===== config.mk =====
export PLATFORM = sky130hd
export DESIGN_NAME = seg_scan_decoder
export DESIGN_NICKNAME = d
export VERILOG_FILES = /design/src/rtl/seg_scan_decoder.sv
export SDC_FILE = /design/constraint.sdc
export NUM_CORES = 1
export LEC_CHECK = 0
export CORE_UTILIZATION = 54
export DETAILED_ROUTE_END_ITERATION = 10
export HOLD_SLACK_MARGIN = 0.1
export PLACE_DENSITY = 0.83
export SYNTH_ARGS = -nofsm -noshare
export SYNTH_HDL_FRONTEND = slang
export SYNTH_SLANG_ARGS = --single-unit

===== constraint.sdc =====
create_clock -name clk_500Hz -period 3.1 [get_ports clk_500Hz]
set_input_delay 0.31 -clock clk_500Hz [delete_from_list [all_inputs] [get_ports clk_500Hz]]
set_output_delay 0.31 -clock clk_500Hz [all_outputs]
set_load 0.01 [all_outputs]

===== src/rtl/seg_scan_decoder.sv =====
// Receive side of the parking display scan bus: rebuilds left/right digit codes from the
// multiplexed SEG_SEL/SEG_DATA stream and publishes them once the scan is stable.
module seg_scan_decoder #(
    parameter int unsigned STABLE_FRAMES  = 2,
    parameter int unsigned TIMEOUT_CYCLES = 8,
    parameter logic [4:0]  SEL_LEFT       = 5'b00100,
    parameter logic [4:0]  SEL_RIGHT      = 5'b00010
) (
    input  logic       clk_500Hz,
    input  logic       reset,
    input  logic [4:0] SEG_SEL,
    input  logic [7:0] SEG_DATA,
    input  logic       err_clr,
    output logic [3:0] left_code,
    output logic [3:0] right_code,
    output logic       left_dp,
    output logic       right_dp,
    output logic       frame_valid,
    output logic       locked,
    output logic       scan_err
);

    localparam int MW = $clog2(STABLE_FRAMES + 1);
    localparam int TW = $clog2(TIMEOUT_CYCLES + 1);
    localparam logic [MW-1:0] MATCH_MAX = MW'(STABLE_FRAMES - 1);
    localparam logic [TW-1:0] TO_LIM    = TW'(TIMEOUT_CYCLES);
    localparam logic [TW-1:0] TO_LAST   = TW'(TIMEOUT_CYCLES - 1);

    typedef enum logic {WAIT_L, WAIT_R} state_t;

    function automatic logic [3:0] seg_decode(input logic [6:0] seg);
        case (seg)
            7'h3F:   seg_decode = 4'h0;
            7'h06:   seg_decode = 4'h1;
            7'h5B:   seg_decode = 4'h2;
            7'h4F:   seg_decode = 4'h3;
            7'h66:   seg_decode = 4'h4;
            7'h6D:   seg_decode = 4'h5;
            7'h7D:   seg_decode = 4'h6;
            7'h07:   seg_decode = 4'h7;
            7'h7F:   seg_decode = 4'h8;
            7'h6F:   seg_decode = 4'h9;
            7'h40:   seg_decode = 4'hA;
            7'h00:   seg_decode = 4'hB;
            default: seg_decode = 4'hF;
        endcase
    endfunction

    state_t          r_state;
    state_t          w_state_nxt;
    logic [3:0]      r_lcode;
    logic            r_ldp;
    logic [9:0]      r_cand;
    logic [MW-1:0]   r_match;
    logic [TW-1:0]   r_to_cnt;

    logic [3:0]      w_code;
    logic            w_latch_l;
    logic            w_frame_done;
    logic            w_err_set;
    logic            w_timeout;
    logic [9:0]      w_frame;
    logic [MW-1:0]   w_match_nxt;
    logic            w_publish;

    assign w_code  = seg_decode(SEG_DATA[6:0]);
    assign w_frame = {r_lcode, r_ldp, w_code, SEG_DATA[7]};

    always_comb begin
        w_state_nxt  = r_state;
        w_latch_l    = 1'b0;
        w_frame_done = 1'b0;
        w_err_set    = 1'b0;
        w_timeout    = 1'b0;
        w_match_nxt  = '0;
        w_publish    = 1'b0;

        // A left sample while already waiting for the right digit is an order error.
        if (SEG_SEL == SEL_LEFT) begin
            w_latch_l   = 1'b1;
            w_state_nxt = WAIT_R;
            w_err_set   = (w_code == 4'hF) || (r_state == WAIT_R);
        end else if (SEG_SEL == SEL_RIGHT) begin
            if (r_state == WAIT_R) begin
                w_frame_done = 1'b1;
                w_state_nxt  = WAIT_L;
                w_err_set    = (w_code == 4'hF);
            end
        end else if (SEG_SEL != 5'd0) begin
            w_err_set = 1'b1;
        end

        // Timeout acts only on the cycle the counter reaches its limit, so a resumed scan can relock.
        w_timeout = !w_frame_done && (r_to_cnt == TO_LAST);
        if (w_timeout) begin
            w_state_nxt = WAIT_L;
        end

        if (w_frame == r_cand) begin
            w_match_nxt = (r_match == MATCH_MAX) ? r_match : r_match + MW'(1);
        end
        w_publish = w_frame_done && (w_match_nxt == MATCH_MAX) &&
                    ((w_frame != {left_code, left_dp, right_code, right_dp}) || !locked);
    end

    always_ff @(posedge clk_500Hz or negedge reset) begin
        if (!reset) begin
            r_state <= WAIT_L;
        end else begin
            r_state <= w_state_nxt;
        end
    end

    always_ff @(posedge clk_500Hz or negedge reset) begin
        if (!reset) begin
            r_lcode     <= '0;
            r_ldp       <= 1'b0;
            r_cand      <= '0;
            r_match     <= '0;
            r_to_cnt    <= '0;
            left_code   <= 4'hB;
            right_code  <= 4'hB;
            left_dp     <= 1'b0;
            right_dp    <= 1'b0;
            frame_valid <= 1'b0;
            locked      <= 1'b0;
            scan_err    <= 1'b0;
        end else begin
            frame_valid <= w_publish;
            if (w_latch_l) begin
                r_lcode <= w_code;
                r_ldp   <= SEG_DATA[7];
            end
            if (w_frame_done) begin
                r_cand   <= w_frame;
                r_match  <= w_match_nxt;
                r_to_cnt <= '0;
            end else begin
                if (r_to_cnt != TO_LIM) begin
                    r_to_cnt <= r_to_cnt + TW'(1);
                end
                if (w_timeout) begin
                    r_match <= '0;
                    locked  <= 1'b0;
                end
            end
            if (w_publish) begin
                {left_code, left_dp, right_code, right_dp} <= w_frame;
                locked <= 1'b1;
            end
            if (w_err_set) begin
                scan_err <= 1'b1;
            end else if (err_clr) begin
                scan_err <= 1'b0;
            end
        end
    end

endmodule


Word level (Yosys, flattened, before mapping)
Index checks and enable logic that the tools add are counted.
{"block": "word_totals", "reg_bits": 35, "out_inout_bits": 13, "wordCells": 74}
{"block": "classes", "eq_ne": 21, "muxes": 23, "addsub": 2, "reduce_logical": 15}
{"op": "equality test 7 bit, second input constant", "count": 8}
{"op": "case mux 4 bit (12 select lines)", "count": 1}
{"op": "two-way mux 1 bit", "count": 16}
{"op": "equality test 7 x 3 -> 1 bit, second input constant", "count": 2}
{"op": "equality test 10 bit", "count": 1}
{"op": "inequality test 10 bit", "count": 1}
{"op": "two-way mux 2 bit", "count": 4}
{"op": "two-way mux 4 bit", "count": 2}
{"op": "nonzero test 2 bit", "count": 4}
{"op": "equality test 7 x 6 -> 1 bit, second input constant", "count": 1}
{"op": "logical NOT 7 bit", "count": 1}
{"op": "equality test 5 x 2 -> 1 bit, second input constant", "count": 1}
{"op": "equality test 5 x 3 -> 1 bit, second input constant", "count": 1}
{"op": "nonzero test 5 bit", "count": 1}
{"op": "adder 4 x 1 -> 4 bit, second input constant", "count": 1}
{"op": "equality test 2 x 1 -> 1 bit, second input constant", "count": 2}
{"op": "equality test 4 x 3 -> 1 bit, second input constant", "count": 1}
{"op": "equality test 4 bit, second input constant", "count": 1}
{"op": "inequality test 4 bit, second input constant", "count": 1}
{"op": "logical AND 1 bit", "count": 3}
{"op": "nonzero test 3 bit", "count": 1}
{"op": "adder 2 x 1 -> 2 bit, second input constant", "count": 1}
{"op": "logical NOT 1 bit", "count": 2}
{"op": "logical OR 1 bit", "count": 2}
{"op": "other kinds (2)", "count": 2}

Depth between registers and ports, before layout
{"block": "depth", "depth_word": 9, "mapped_depth": 11, "depth_no_buf": 8}

Least setup slack after synthesis
OpenSTA, ideal clock, no wires.
{"block": "synth_timing", "path_kind": "input to register", "start": "in SEG_DATA[5]", "end": "reg left_dp", "arrival_ns": 3.115, "stages": 11, "required_ns": 2.975, "setup_ns": 0.125, "setup_slack_ns": -0.141, "path_cell_list": "buf_2 -> or3_1 -> or4_1 -> buf_2 -> o211ai_4 -> o221ai_4 -> xor2_1 -> or4b_4 -> a311o_1 -> buf_6 -> mux2_4"}
{"block": "synth_between", "elab_chain_len": 7, "elab_cells_between_ends": 20, "classes_between": "eq/ne: 14; mux: 2; reduce/logical: 4"}
{"item": "start, declared", "line": "12", "text": "input logic [7:0] SEG_DATA,"}
{"item": "equality test 7 bit, or another cell as far along", "line": "32", "text": "case (seg)"}
{"item": "case mux 4 bit (12 select lines) (*)", "line": "32"}
{"item": "equality test 10 bit", "line": "99", "text": "if (w_frame == r_cand) begin"}
{"item": "two-way mux 2 bit", "line": "99"}
{"item": "equality test 2 x 1 -> 1 bit", "line": "102", "text": "w_publish = w_frame_done && (w_match_nxt == MATCH_MAX) &&"}
{"item": "logical AND 1 bit", "line": "102"}
{"item": "logical AND 1 bit (*)", "line": "102"}
{"item": "end signal, assigned", "line": "148", "text": "{left_code, left_dp, right_code, right_dp} <= w_frame;"}
{"item": "end, declared", "line": "16", "text": "output logic left_dp,"}
Mark *: on every way between the ends. The rest lies on a longest branch, timed or not.
A chain may end at the register's enable or synchronous reset.

Final worst setup path
{"block": "layout_timing", "start": "in SEG_DATA[5]", "end": "reg left_code[2]"}
{"block": "layout_between", "elab_chain_len": 7, "elab_cells_between_ends": 20, "classes_between": "eq/ne: 14; mux: 2; reduce/logical: 4"}
{"item": "equality test 7 bit, or another cell as far along", "line": "32"}
{"item": "case mux 4 bit (12 select lines) (*)", "line": "32"}
{"item": "equality test 10 bit", "line": "99"}
{"item": "two-way mux 2 bit", "line": "99"}
{"item": "equality test 2 x 1 -> 1 bit", "line": "102"}
{"item": "logical AND 1 bit", "line": "102"}
{"item": "logical AND 1 bit (*)", "line": "102"}
{"item": "end signal, assigned", "line": "148"}
{"item": "end, declared", "line": "14", "text": "output logic [3:0] left_code,"}
Marks and branches as above.

==> results.toml <==
[worst_setup_path]
worstPathMaxFanout = 4
worst_ep_required_time_ns = 3.28
reg2regPathDepth = 7
critPathTopFamily = "compound AO/OA/AOI/OAI gates"
timing.critical_path.arrival_ns = 3.20
crit_path_start = "SEG_DATA[5]"
regToRegStartpoint = "r_lcode[0]$_DFFE_PN0P_"
cp-end-kind = "flip-flop"
max_incr_delay_on_cp_ns = 0.53
critical_path_class = "input pin to flip-flop"
cp_cell_sequence = "buf_2 -> or4_4 -> a211o_1 -> o211ai_4 -> o211ai_1 -> o211ai_1 -> or4b_4 -> a311o_1 -> buf_6 -> mux2_4"
crit_path_frequent_cell = "o211ai_1"
setup.worst_path.start_class = "input pin"
crit_slowest_cell = "or4b_4"
crit_cells = 10
cp.buffers_inverters = 2

[logic_synthesis]
area_of_the_mapped_netlist_mm2 = 0.00199
synth_compound_gate_area_share_pct = 13.3
syn-num-nets = 191
ys_async_rst_share_pct = 100
synthesis.instances = 173
warnings_from_yosys = 0
seq_area_frac_synth_pct = 44.3
synth.mux.area_fraction_pct = 15.2
post_synth_and_or_nand_nor_area_fraction_pct = 13.8
synthDominantCellAreaShare_pct = 36.4
synth.ff_latch_count = 35
synth_ff_type = "dfrtp_1"
number_of_enable_flip_flop_cells_after_synthesis = 0
area_share_of_xor_xnor_cells_in_the_synthesized_design_pct = 9.67
dominant_combinational_cell_family_by_area_after_synthesis = "multiplexers"
synth_adder_area_share_pct = 1.26
synthTopCellsByArea = "dfrtp_1 36%, dfstp_2 7.9%, mux2_2 7.3%"
synth_top_cell_by_area = "dfrtp_1"
syn-mean-instance-area_um2 = 11.5
synth_cell_type_count = 46

[floorplan]
design.portCount = 29
dieArea_mm2 = 0.00394
floorplan.initialDensity_pct = 57.9
core-area_mm2 = 0.00344
placementRows = 21
die_w_um = 62.7
die-height_um = 62.7

[clock_tree]
cts_max_path_buffers = 2
cts.clk_slew.worst_paths_ns = 0.07
numCtsBuffers = 5
clock_tree_from_tritoncts = "yes"
clock-root-buffer = "clkbuf_8"
clock_insertion_delay_worst_skew_ns = 0.29
ctsHtreeMaxLevel = 2
clock_sink_count = 35

[job]
timing.max_cap.violations = 0

[routing]
vias_per_cell = 5.77
drt_pass1_iterations = 4
drt-initial-drc-count = 80
avgRoutedWirePerCell_um = 17.4
remaining_number_of_nets_flagged_by_the_antenna_check_after_routing = 0
route.detailed.drc = 0
num_vias = 1632
wl_mm = 4.92

[timing]
clock_skew_ns = 0.00671
layout_worst_path_cycle_share_pct = 97.6
period_needed_ns = 3.03
hold_viol_final = 0
fmax_mhz = 331
setup-violations-final = 0
worst_slew_pin_slew_ns = 0.660
finalMaxSlewViolations = 0
slew_headroom_pct = 55.9

[power_and_ir_drop]
power.static_leakage_uw = 0.00116
cellPowerDensity_mw_per_mm2 = 542
vdd.ir_drop.worst_uv = 441

[global_routing]
global_route.overflow_total = 0
grt_util_all_layers_pct = 27.4
grt_max_degree = 36
grt_first_pass_wirelength_mm = 8.13
grt_antenna_before_repair = 0
number_of_global_route_vias_before_repair = 1673

[final_layout]
design.final.nets = 254
layout.cell_area.non_filler_mm2 = 0.00268
flow.area_growth_from_synthesis_pct = 34.3
drive_gt1_share_pct = 36.7
utilization_pct = 77.7
antenna_cells_inserted = 0
layout_common_cells = "29 x dfrtp_1, 29 x buf_4, 21 x clkdlybuf4s50_1"

[placement]
port-buffer-count = 28
place_hpwl_mm = 3.48
post_dp_cell_area_mm2 = 0.00252
routability_driven_placement_congestion_ratio = 0.950

[outcome]
status = "completed"

[hold_path]
timing.hold.worst.class = "input pin to asynchronous set/reset pin"
## flip-flops by register name, indices dropped and copies added (netlist names)
name         flops
locked           1
left_dp          1
scan_err         1
right_code       4
r_lcode          4
r_state          1
r_match          2
r_cand          10
left_code        4
r_to_cnt         4
right_dp         1
r_ldp            1
frame_valid      1
## report_power, final
| group | leakage [uW] | internal [uW] | total [uW] | switching (uW) |
|---|---|---|---|---|
| Clock | 0.0000515 | 203 | 359 | 157 |
| Sequential | 0.000414 | 569 | 685 | 116 |
| Combinational | 0.000691 | 221 | 405 | 184 |
| Total | 0.00116 | 992 | 1450 | 457 |
## routing by layer
layer	wire length (um)	vias up	global-route usage (%)	part of all wire (%)
li1	-	761	-	-
met1	2090	805	33.0	43
met2	2470	50	45.9	50
met3	213	16	6.57	4.3
met4	142	0	12.8	2.9
met5	0	-	0	0
## metrics by stage
stage	std cells	setup slack, ns	hold WS [ns]	total power (uW)	TNS (ns)
after floorplan	173	-0.0743	0.0144	935	-0.419
after global placement	271	-0.468	0.486	1030	-4.51
final	283	0.0744	0.440	1450	0
after detailed placement	271	-0.587	0.496	1070	-5.62
after CTS	281	0.0126	0.460	1430	0
after global routing	283	-0.00254	0.477	1530	-0.00254
## path summary, 6_finish.rpt
| kind | endpoint | slack (ns) |
|---|---|---|
| max | left_code[2]$_DFFE_PN0P_ | 0.07 |
| min | r_match[1]$_DFFE_PN0P_ | 0.44 |
| max reg2reg | left_code[2]$_DFFE_PN0P_ | 0.24 |
| min reg2reg | r_match[0]$_DFFE_PN0P_ | 0.51 |
| max in group asynchronous | left_code[0]$_DFFE_PN1P_ | 2.32 |
| min in group clk_500Hz | r_match[0]$_DFFE_PN0P_ | 0.51 |
## cell usage after synthesis, types with 3 or more instances
cell type   n
nand4_1     5
nand3_1     5
mux2_4      9
nand2_1     8
dfstp_2     6
or3_1       3
mux2_2     13
o21ai_0     4
o211ai_1    3
xor2_1      8
buf_2       3
a21oi_1     7
inv_1       5
xnor2_1    14
nor2_1     12
dfrtp_1    29
## cell families after synthesis
| family | after synthesis |
|---|---|
| AO/OA/AOI/OAI | 30 |
| XOR/XNOR | 22 |
| adder cells (fa/ha/maj) | 2 |
| buffers and inverters | 10 |
| flip-flops | 35 |
| multiplexers | 24 |
| AND/OR/NAND/NOR | 50 |
## area by class of cell
| type | count | area (um^2) |
|---|---|---|
| Clock buffer | 8 | 100 |
| Multi-Input combinational cell | 128 | 1100 |
| Inverter | 5 | 18.8 |
| Timing Repair Buffer | 61 | 519 |
| Tap cell | 46 | 57.6 |
| Fill cell | 219 | 767 |
| Sequential cell | 35 | 883 |
## timing repair
| item | 4_1_cts | 5_1_grt |
|---|---|---|
| hold buffers | 0 | 0 |
| resized for setup | 25 | 6 |
| setup buffers | 2 | 2 |
| gates cloned | 0 | 0 |
| pin swaps | 9 | 8 |
| endpoints found under the setup margin | 11 | 10 |
Note: power is estimated with default switching activity, not from simulation.
